[src/rtl/count_alarm_pkg.sv]
// count_alarm shared constants and state encoding.
// Revision: 1.0
`default_nettype none
package count_pkg;
  localparam int COUNT_W    = 32;
  localparam int FIRE_CNT_W = 16;
  localparam logic [COUNT_W-1:0] PERIOD_MAX = {1'b0, {(COUNT_W-1){1'b1}}};

  typedef enum logic {
    IDLE  = 1'b0,
    ARMED = 1'b1
  } state_t;
endpackage
`default_nettype wire

[src/rtl/count_alarm_if.sv]
// Configuration / control handshake between the alarm block and its host.
// Revision: 1.0
`default_nettype none
interface count_alarm_if import count_pkg::*; #(
  parameter int WIDTH = COUNT_W
) ();
  logic             cfg_valid;
  logic             cfg_ready;
  logic [WIDTH-1:0] cfg_period;
  logic             cfg_oneshot;
  logic             cfg_err;
  logic             disarm;

  modport master (
    output cfg_valid, cfg_period, cfg_oneshot, disarm,
    input  cfg_ready, cfg_err
  );

  modport slave (
    input  cfg_valid, cfg_period, cfg_oneshot, disarm,
    output cfg_ready, cfg_err
  );
endinterface
`default_nettype wire

[src/rtl/count_alarm_wrap_ge.sv]
// Wrap-around-safe a >= b: true when the modular difference is non-negative.
// Revision: 1.0
`default_nettype none
module wrap_ge import count_pkg::*; #(
  parameter int WIDTH = COUNT_W
) (
  input  wire logic [WIDTH-1:0] i_a,
  input  wire logic [WIDTH-1:0] i_b,
  output logic                  o_ge
);
  logic [WIDTH-1:0] w_diff;

  assign w_diff = i_a - i_b;
  assign o_ge   = ~w_diff[WIDTH-1];
endmodule
`default_nettype wire

[src/rtl/count_alarm.sv]
// Programmable one-shot / periodic alarm on a free-running count, with latched irq.
// Revision: 1.0
`default_nettype none
module count_alarm import count_pkg::*; #(
  parameter int WIDTH      = COUNT_W,
  parameter int FIRE_CNT_W = count_pkg::FIRE_CNT_W
) (
  input  wire logic                  clk,
  input  wire logic                  rst_n,
  input  wire logic [WIDTH-1:0]      i_count_value,
  count_alarm_if.slave               cfg,
  input  wire logic                  i_irq_ack,
  output logic                       o_armed,
  output logic                       o_alarm,
  output logic                       o_irq,
  output logic                       o_missed,
  output logic [FIRE_CNT_W-1:0]      o_fire_count
);
  localparam logic [WIDTH-1:0] ONE = {{(WIDTH-1){1'b0}}, 1'b1};

  state_t                r_state, w_state_nxt;
  logic [WIDTH-1:0]      r_target, w_target_nxt;
  logic [WIDTH-1:0]      r_period, w_period_nxt;
  logic                  r_oneshot, w_oneshot_nxt;
  logic                  r_alarm, w_alarm_nxt;
  logic                  r_irq, w_irq_nxt;
  logic                  r_missed, w_missed_nxt;
  logic                  r_err, w_err_nxt;
  logic [FIRE_CNT_W-1:0] r_fire_cnt, w_fire_cnt_nxt;
  logic                  r_ready;

  logic             w_accept, w_bad, w_arm, w_hit, w_fire;
  logic             w_ge_hit, w_ge_overrun;
  logic [WIDTH-1:0] w_period_eff, w_target_step, w_target_resync;

  // disarm takes priority over a simultaneous config request
  assign w_accept        = cfg.cfg_valid & r_ready & ~cfg.disarm;
  assign w_bad           = cfg.cfg_period[WIDTH-1];
  assign w_arm           = w_accept & ~w_bad;
  assign w_period_eff    = (cfg.cfg_period == '0) ? ONE : cfg.cfg_period;
  assign w_target_step   = r_target + r_period;
  assign w_target_resync = i_count_value + r_period;

  wrap_ge #(.WIDTH(WIDTH)) u_hit_cmp (
    .i_a  (i_count_value),
    .i_b  (r_target),
    .o_ge (w_ge_hit)
  );

  wrap_ge #(.WIDTH(WIDTH)) u_overrun_cmp (
    .i_a  (i_count_value),
    .i_b  (w_target_step),
    .o_ge (w_ge_overrun)
  );

  assign w_hit  = (r_state == ARMED) & w_ge_hit;
  assign w_fire = w_hit & ~cfg.disarm & ~w_arm;

  always_comb begin
    w_state_nxt    = r_state;
    w_target_nxt   = r_target;
    w_period_nxt   = r_period;
    w_oneshot_nxt  = r_oneshot;
    w_alarm_nxt    = 1'b0;
    w_missed_nxt   = r_missed;
    w_fire_cnt_nxt = r_fire_cnt;
    w_err_nxt      = w_accept & w_bad;
    w_irq_nxt      = r_irq;

    if (w_arm) begin
      w_state_nxt    = ARMED;
      w_target_nxt   = i_count_value + w_period_eff;
      w_period_nxt   = w_period_eff;
      w_oneshot_nxt  = cfg.cfg_oneshot;
      w_missed_nxt   = 1'b0;
      w_fire_cnt_nxt = '0;
    end else if ((r_state == ARMED) && cfg.disarm) begin
      w_state_nxt = IDLE;
    end else if (w_fire) begin
      w_alarm_nxt = 1'b1;
      if (r_fire_cnt != '1) begin
        w_fire_cnt_nxt = r_fire_cnt + FIRE_CNT_W'(1);
      end
      if (r_irq && !i_irq_ack) begin
        w_missed_nxt = 1'b1;
      end
      if (r_oneshot) begin
        w_state_nxt = IDLE;
      end else if (w_ge_overrun) begin
        // next slot already passed: resync to the live count instead of chasing it
        w_missed_nxt = 1'b1;
        w_target_nxt = w_target_resync;
      end else begin
        w_target_nxt = w_target_step;
      end
    end

    if (w_fire) begin
      w_irq_nxt = 1'b1;
    end else if (i_irq_ack) begin
      w_irq_nxt = 1'b0;
    end
  end

  always_ff @(posedge clk or negedge rst_n) begin
    if (!rst_n) begin
      r_state    <= IDLE;
      r_target   <= '0;
      r_period   <= '0;
      r_oneshot  <= 1'b0;
      r_alarm    <= 1'b0;
      r_irq      <= 1'b0;
      r_missed   <= 1'b0;
      r_err      <= 1'b0;
      r_fire_cnt <= '0;
      r_ready    <= 1'b0;
    end else begin
      r_state    <= w_state_nxt;
      r_target   <= w_target_nxt;
      r_period   <= w_period_nxt;
      r_oneshot  <= w_oneshot_nxt;
      r_alarm    <= w_alarm_nxt;
      r_irq      <= w_irq_nxt;
      r_missed   <= w_missed_nxt;
      r_err      <= w_err_nxt;
      r_fire_cnt <= w_fire_cnt_nxt;
      r_ready    <= 1'b1;
    end
  end

  assign cfg.cfg_ready = r_ready & ~cfg.disarm;
  assign cfg.cfg_err   = r_err;
  assign o_armed       = (r_state == ARMED);
  assign o_alarm       = r_alarm;
  assign o_irq         = r_irq;
  assign o_missed      = r_missed;
  assign o_fire_count  = r_fire_cnt;
endmodule
`default_nettype wire

[src/flat_wrapper.sv]
// flat-port wrapper written by rule: the top's interface ports become plain ports
module count_alarm_flat import count_pkg::*;
#(
  parameter int WIDTH      = COUNT_W,
  parameter int FIRE_CNT_W = count_pkg::FIRE_CNT_W
)
  (clk, rst_n, i_count_value, i_irq_ack, o_armed, o_alarm, o_irq, o_missed, o_fire_count, cfg_cfg_valid, cfg_cfg_period, cfg_cfg_oneshot, cfg_disarm, cfg_cfg_ready, cfg_cfg_err);
  count_alarm_if #(.WIDTH(WIDTH)) cfg_i ();
  input  wire logic clk;
  input  wire logic rst_n;
  input  wire logic [WIDTH-1:0] i_count_value;
  input  wire logic i_irq_ack;
  output logic o_armed;
  output logic o_alarm;
  output logic o_irq;
  output logic o_missed;
  output logic [FIRE_CNT_W-1:0] o_fire_count;
  input wire logic [$bits(cfg_i.cfg_valid)-1:0] cfg_cfg_valid;
  input wire logic [$bits(cfg_i.cfg_period)-1:0] cfg_cfg_period;
  input wire logic [$bits(cfg_i.cfg_oneshot)-1:0] cfg_cfg_oneshot;
  input wire logic [$bits(cfg_i.disarm)-1:0] cfg_disarm;
  output wire logic [$bits(cfg_i.cfg_ready)-1:0] cfg_cfg_ready;
  output wire logic [$bits(cfg_i.cfg_err)-1:0] cfg_cfg_err;
  assign cfg_i.cfg_valid = cfg_cfg_valid;
  assign cfg_i.cfg_period = cfg_cfg_period;
  assign cfg_i.cfg_oneshot = cfg_cfg_oneshot;
  assign cfg_i.disarm = cfg_disarm;
  assign cfg_cfg_ready = cfg_i.cfg_ready;
  assign cfg_cfg_err = cfg_i.cfg_err;
  count_alarm #(.WIDTH(WIDTH), .FIRE_CNT_W(FIRE_CNT_W)) u_core (.clk(clk), .rst_n(rst_n), .i_count_value(i_count_value), .cfg(cfg_i), .i_irq_ack(i_irq_ack), .o_armed(o_armed), .o_alarm(o_alarm), .o_irq(o_irq), .o_missed(o_missed), .o_fire_count(o_fire_count));
endmodule
[config.mk]
export PLATFORM = sky130hd
export DESIGN_NAME = count_alarm_flat
export DESIGN_NICKNAME = d
export VERILOG_FILES = /design/src/rtl/count_alarm_pkg.sv /design/src/rtl/count_alarm_if.sv /design/src/rtl/count_alarm_wrap_ge.sv /design/src/rtl/count_alarm.sv /design/src/flat_wrapper.sv
export SDC_FILE = /design/constraint.sdc
export NUM_CORES = 1
export LEC_CHECK = 0
export BUFFER_PORTS_ARGS = -buffer_cell sky130_fd_sc_hd__buf_2
export CORE_UTILIZATION = 60
export DETAILED_ROUTE_END_ITERATION = 10
export PLACE_DENSITY_LB_ADDON = 0.1
export SYNTH_ARGS = -nofsm -noshare
export SYNTH_HDL_FRONTEND = slang
export SYNTH_SLANG_ARGS = --single-unit
[constraint.sdc]
create_clock -name clk -period 6.85 [get_ports clk]
set_input_delay 1.37 -clock clk [delete_from_list [all_inputs] [get_ports clk]]
set_output_delay 1.37 -clock clk [all_outputs]
set_load 0.005 [all_outputs]
* Yosys cells after proc, flatten, opt, wreduce, memory -nomap -nowiden
Cells that the tools add are included.
Operators by class: add/sub/neg operators 6, multipliers 0, div/mod/pow operators 0, order comparisons 0, equal/unequal tests 3, shift-type cells 0, mux-type cells 25, bitwise operators 12, reductions and logical operators 13
Operators with widths (number):
- $mux 32 | 6
- $add 32x32->32 | 3
- $mux 16 | 4
- $sub 32x32->32 | 2
- $logic_not 32->1 | 1
- $add 16x1->16 const B | 1
- $ne 16x16->1 const B | 1
- $mux 1 | 15
- $and 1x1->1 | 8
- $reduce_and 3->1 | 2
- $reduce_bool 2->1 | 3
- $reduce_bool 3->1 | 2
- $not 1->1 | 4
- $reduce_and 2->1 | 2
- $logic_and 1x1->1 | 2
- $ne 2x1->1 const B | 1
- $ne 2x2->1 const B | 1
- $logic_not 1->1 | 1
Storage, ports and cells: bits in registers 87, bits in latches 0, memory bits (writable) 0, ROM bits 0, bits of input ports 70, word-level logic and storage cells 69, memories 0

* Depth between registers and ports, before layout
word-level depth 8, mapped depth 24

* Hierarchy
A second synthesis with hierarchy kept.
Second synthesis, totals: cell total of the unflattened synthesis 1336, area, all modules 10448.8 um2
Modules (own cells, without submodules):
- count_alarm | instances 1, cells an instance 1120, area an instance 8902.3 um2, sequential area each 2177.1 um2
- wrap_ge | instances 2, cells an instance 108, area an instance 773.2 um2, sequential area each 0.0 um2

* Worst setup path after synthesis
No wires, ideal clock.
kind register -> register, from reg u_core.r_period[0], to reg u_core.r_target[1], arrival 4845 ps, data required time 6713 ps, setup slack 1867 ps, stages on the path, launching flop included 24, clock period less this slack 4983 ps, cells stage by stage dfrtp_1 > ha_1 > fa_1 > a21oi_1 > o211ai_1 > a32oi_1 > o2111a_1 > nor2_1 > nor2_1 > o21bai_1 > a21oi_1 > xor2_1 > ha_1 > nand4_1 > nor4_1 > nand4_1 > nor3_1 > a21oi_1 > xnor2_1 > xor3_1 > buf_6 > buf_6 > a2111oi_2 > o22ai_1
Between the ends: word-level cells in the longest chain between the ends 7
Ends and longest elaborated chain:
- start: declaration | RTL line count_alarm.sv:23 | logic [WIDTH-1:0] r_period, w_period_nxt;
- start signal: assignment | RTL line count_alarm.sv:120 | r_period <= w_period_nxt;
- $add 32x32->32 | RTL line count_alarm.sv:41 | assign w_target_step = r_target + r_period;
- $sub 32x32->32 | RTL line count_alarm_wrap_ge.sv:13 | assign w_diff = i_a - i_b;
- $mux 32 (*) | RTL line count_alarm.sv:89 | end else if (w_ge_overrun) begin
- $mux 32 (*) | RTL line count_alarm.sv:87 | if (r_oneshot) begin
- $mux 32 (*) | RTL line count_alarm.sv:79 | end else if (w_fire) begin
- $mux 32 (*) | RTL line count_alarm.sv:77 | end else if ((r_state == ARMED) && cfg.disarm) begin
- $mux 32 (*) | RTL line count_alarm.sv:70 | if (w_arm) begin
- end signal: assignment | RTL line count_alarm.sv:119 | r_target <= w_target_nxt;
- end: declaration | RTL line count_alarm.sv:22 | logic [WIDTH-1:0] r_target, w_target_nxt;
Mark *: on every way between the ends. The rest lies on a longest branch, timed or not. The select of a mux whose other input is x is not followed. A chain may end at the register's enable or synchronous reset.

* Worst setup path after layout
from reg u_core.r_period[5], to reg u_core.r_target[9]
The elaborated chain is that of the path after synthesis.

==> results.cfg <==
[status]
outcome = completed

[layout]
areaGrowthSynthToFinish_pct = 8.04
antenna_cells = 0
layout_common_cells = nand2_1, ha_1, a21oi_1
n_fill_cell = 1485
drive_gt1_frac = 0.108
nets = 1550

[logic_synthesis]
yosysUniqueCellTypes = 84
synth_seq_cells = 87
synthesis.nets = 1506
ys_warn_count = 0
synth_area_per_cell_um2 = 8.04
synth-edff-count = 0
synthCells = 1279
synth_top_area_share = 0.212
synth_top_area_cell = dfrtp_1
netlist_area_mm2 = 0.0103
synth_top_flop_cell = dfrtp_1
ys_seq_area_frac = 0.212
synth_area_leaders = dfrtp_1, ha_1, nand2_1, a21oi_1, xnor2_1
postSynth.asyncResetShare = 1.00

[floorplanning]
die_w_um = 133
dieHeight_um = 133
core_area_mm2 = 0.0166
boundaryPins = 92
start_util = 0.618
fp-row-count = 47
dieArea_mm2 = 0.0177

[sta]
maxSlewViolCount = 0
setup-tns-final_ps = 0
timing.final.crit_share = 0.928
max_freq_ghz = 0.157
worst_pin_slew_ps = 1060
hold_violations = 0
period_minus_slack_ps = 6360
maxSlewHeadroom = 0.296
rsz0062_at_grt = no
fin_skew_ps = 11.0
setup_viol = 0

[clocking]
clockBufferDepth = 2
clk_latency_ps = 360
clk_pin_slew_ps = 80
ctsHoldBuffers = 0
postCtsSetupRepairBufs = 0
cts.sinks = 87
htreeDepth = 3
cts_buffers = 9
root_buffer = clkbuf_16
cts_tree = built

[worst_setup_path]
critPathCapture = u_core.r_target[9]
r2r_slack_ps = 490
reg2reg_from = u_core.r_period[5]
crit_slowest_cell = xor3_4
cp_cell_sequence = ha_1 > o21ai_0 > o22ai_1 > a31oi_2 > o41ai_1 > a221oi_1 > o41ai_1 > a21oi_1 > xor2_1 > ha_1 > nand4_1 > nor4_1 > nand4_1 > nor3_1 > a21oi_1 > xnor2_1 > xor3_4 > buf_4 > mux2i_1 > nor3_1 > o22ai_1
crit_path_start_kind = flop
r2r_cells = 21
critPathLaunch = u_core.r_period[5]
critPathKind = flop to flop
cp.required_ps = 7040
cpPeakStageDelay_ps = 700
cp.arrival_ps = 6550
end_kind = flop
worstPathMaxFanout = 29
r2r_end = u_core.r_target[9]

[detailed_routing]
drc = 0
num_vias = 10000
antenna_left = 0
drt_pass1_iterations = 5
wirelength_mm = 31.9
detail_route.iter0.violations = 818
wire_per_inst_um = 20.6
via_per_inst = 6.49

[pwr]
p_leak_nw = 5.44
p_per_area_mw_per_mm2 = 429
finalPower_mw = 4.77
vdd_drop_max_uv = 324

[hold_path]
hold_path.class = flop to flop
worstHoldStart = u_core.o_missed

[run]
maxCapViolCount = 0

[place]
io_buffers = 91
hpwl_mm = 24.8
gp_congestion = 0.969

[global_route]
grtUsageTotal = 0.366
grt_pass1_wl_mm = 50.6
grt_pass1_vias = 9557
antenna_found_initial = 0
grt_max_degree = 60
overflow = 0
==> cell families (layout without fill, tap and decap cells) <==
kind of cell | Yosys count | in the layout | synth area share
compound gates | 387 | 387 | 0.255
fa+ha+maj | 157 | 157 | 0.193
buf+inv | 127 | 176 | 0.0495
mux | 16 | 16 | 0.0161
xor+xnor | 94 | 94 | 0.0815
other cells | 1 | 1 | 0.000365
flops | 87 | 87 | 0.212
simple gates | 410 | 410 | 0.192
==> Yosys cell counts (8+ instances only) <==
cell type,count
ha_1,154
nand2_1,154
a21oi_1,103
dfrtp_1,87
nor2_1,78
o21ai_0,66
inv_1,59
clkbuf_1,57
xnor2_1,54
a21o_1,46
xor2_1,39
nand4_1,31
nor3_1,24
nor2b_1,22
and3_1,20
nand2b_1,19
nand3_1,17
a211oi_1,16
a221oi_1,14
a31oi_1,13
nor4_1,13
o22ai_1,13
mux2i_1,12
o21a_1,12
o21bai_1,12
o211ai_1,11
o21ai_1,9
and2_1,8
o31ai_1,8
or3_1,8
==> how the worst min path moves through the flow <==
stage | depth (start not counted) | slack [ps] | endpoint
floorplan | 2 | 470 | u_core.r_target[11]
global placement | 2 | 480 | u_core.o_missed
detailed placement | 2 | 490 | u_core.o_missed
CTS | 2 | 510 | u_core.o_missed
global route | 2 | 520 | u_core.o_missed
finish | 2 | 500 | u_core.o_missed
==> routing by layer <==
layer  wire length [µm]  up-vias  track usage
li1                   -     4790            -
met1              13600     4724        0.481
met2              14200      440        0.576
met3               2440       94       0.0513
met4               1590        0        0.206
met5                  0        -            0
==> flip-flops by register name, summed over array words and instances (netlist names) <==
signal               cells
u_core.r_target         32
u_core.o_irq             1
u_core.r_oneshot         1
u_core.o_missed          1
u_core.o_armed           1
u_core.r_ready           1
u_core.o_alarm           1
u_core.cfg.cfg_err       1
u_core.r_period         32
u_core.o_fire_count     16
==> critical path: cells and delay by family (launching register included) <==
kind,cells,cell delay (ps)
muxes,1,130
and+or+nand+nor,5,1290
adders and majority gates,2,720
DFF,1,410
buffers and inverters,1,290
AOI/OAI and AO/OA,9,2190
xor gates and xnor gates,3,1150
==> where the power goes <==
| part | switching (mW) | internal, mW | total, mW |
|---|---|---|---|
| logic | 2.01 | 1.44 | 3.44 |
| clock network | 0.266 | 0.259 | 0.525 |
| registers | 0.151 | 0.652 | 0.803 |
| total | 2.42 | 2.35 | 4.77 |
==> stage by stage <==
stage                     instance area (µm²)  hold WS (ps)  instances  setup WS, ps   util
final                                   11100           504       1548           491  0.668
after global routing                    11100           519       1548          92.0  0.668
after CTS                               11100           505       1548           470  0.667
after detailed placement                10800           486       1532           560  0.650
after global placement                  10800           476       1532           821  0.650
after floorplan                         10300           475       1279          1870      -
==> layout make-up <==
class                      instances  area (µm²)  share of cell area
tap                              220         275              0.0248
timing repair buffer             101         533              0.0480
multi-input combinational       1065        7610               0.685
inverter                          59         221              0.0199
clock inverter                     7        70.1             0.00631
clock buffer                       9         225              0.0203
sequential                        87        2180               0.196
==> what timing repair did <==
| item | in CTS | in global routing |
|---|---|---|
| endpoints found under the setup margin | 0 | 2 |
| gates resized for setup | 0 | 1 |
| endpoints found under the hold margin | 0 | 0 |
No activity file was read; power rests on OpenSTA's default activity.
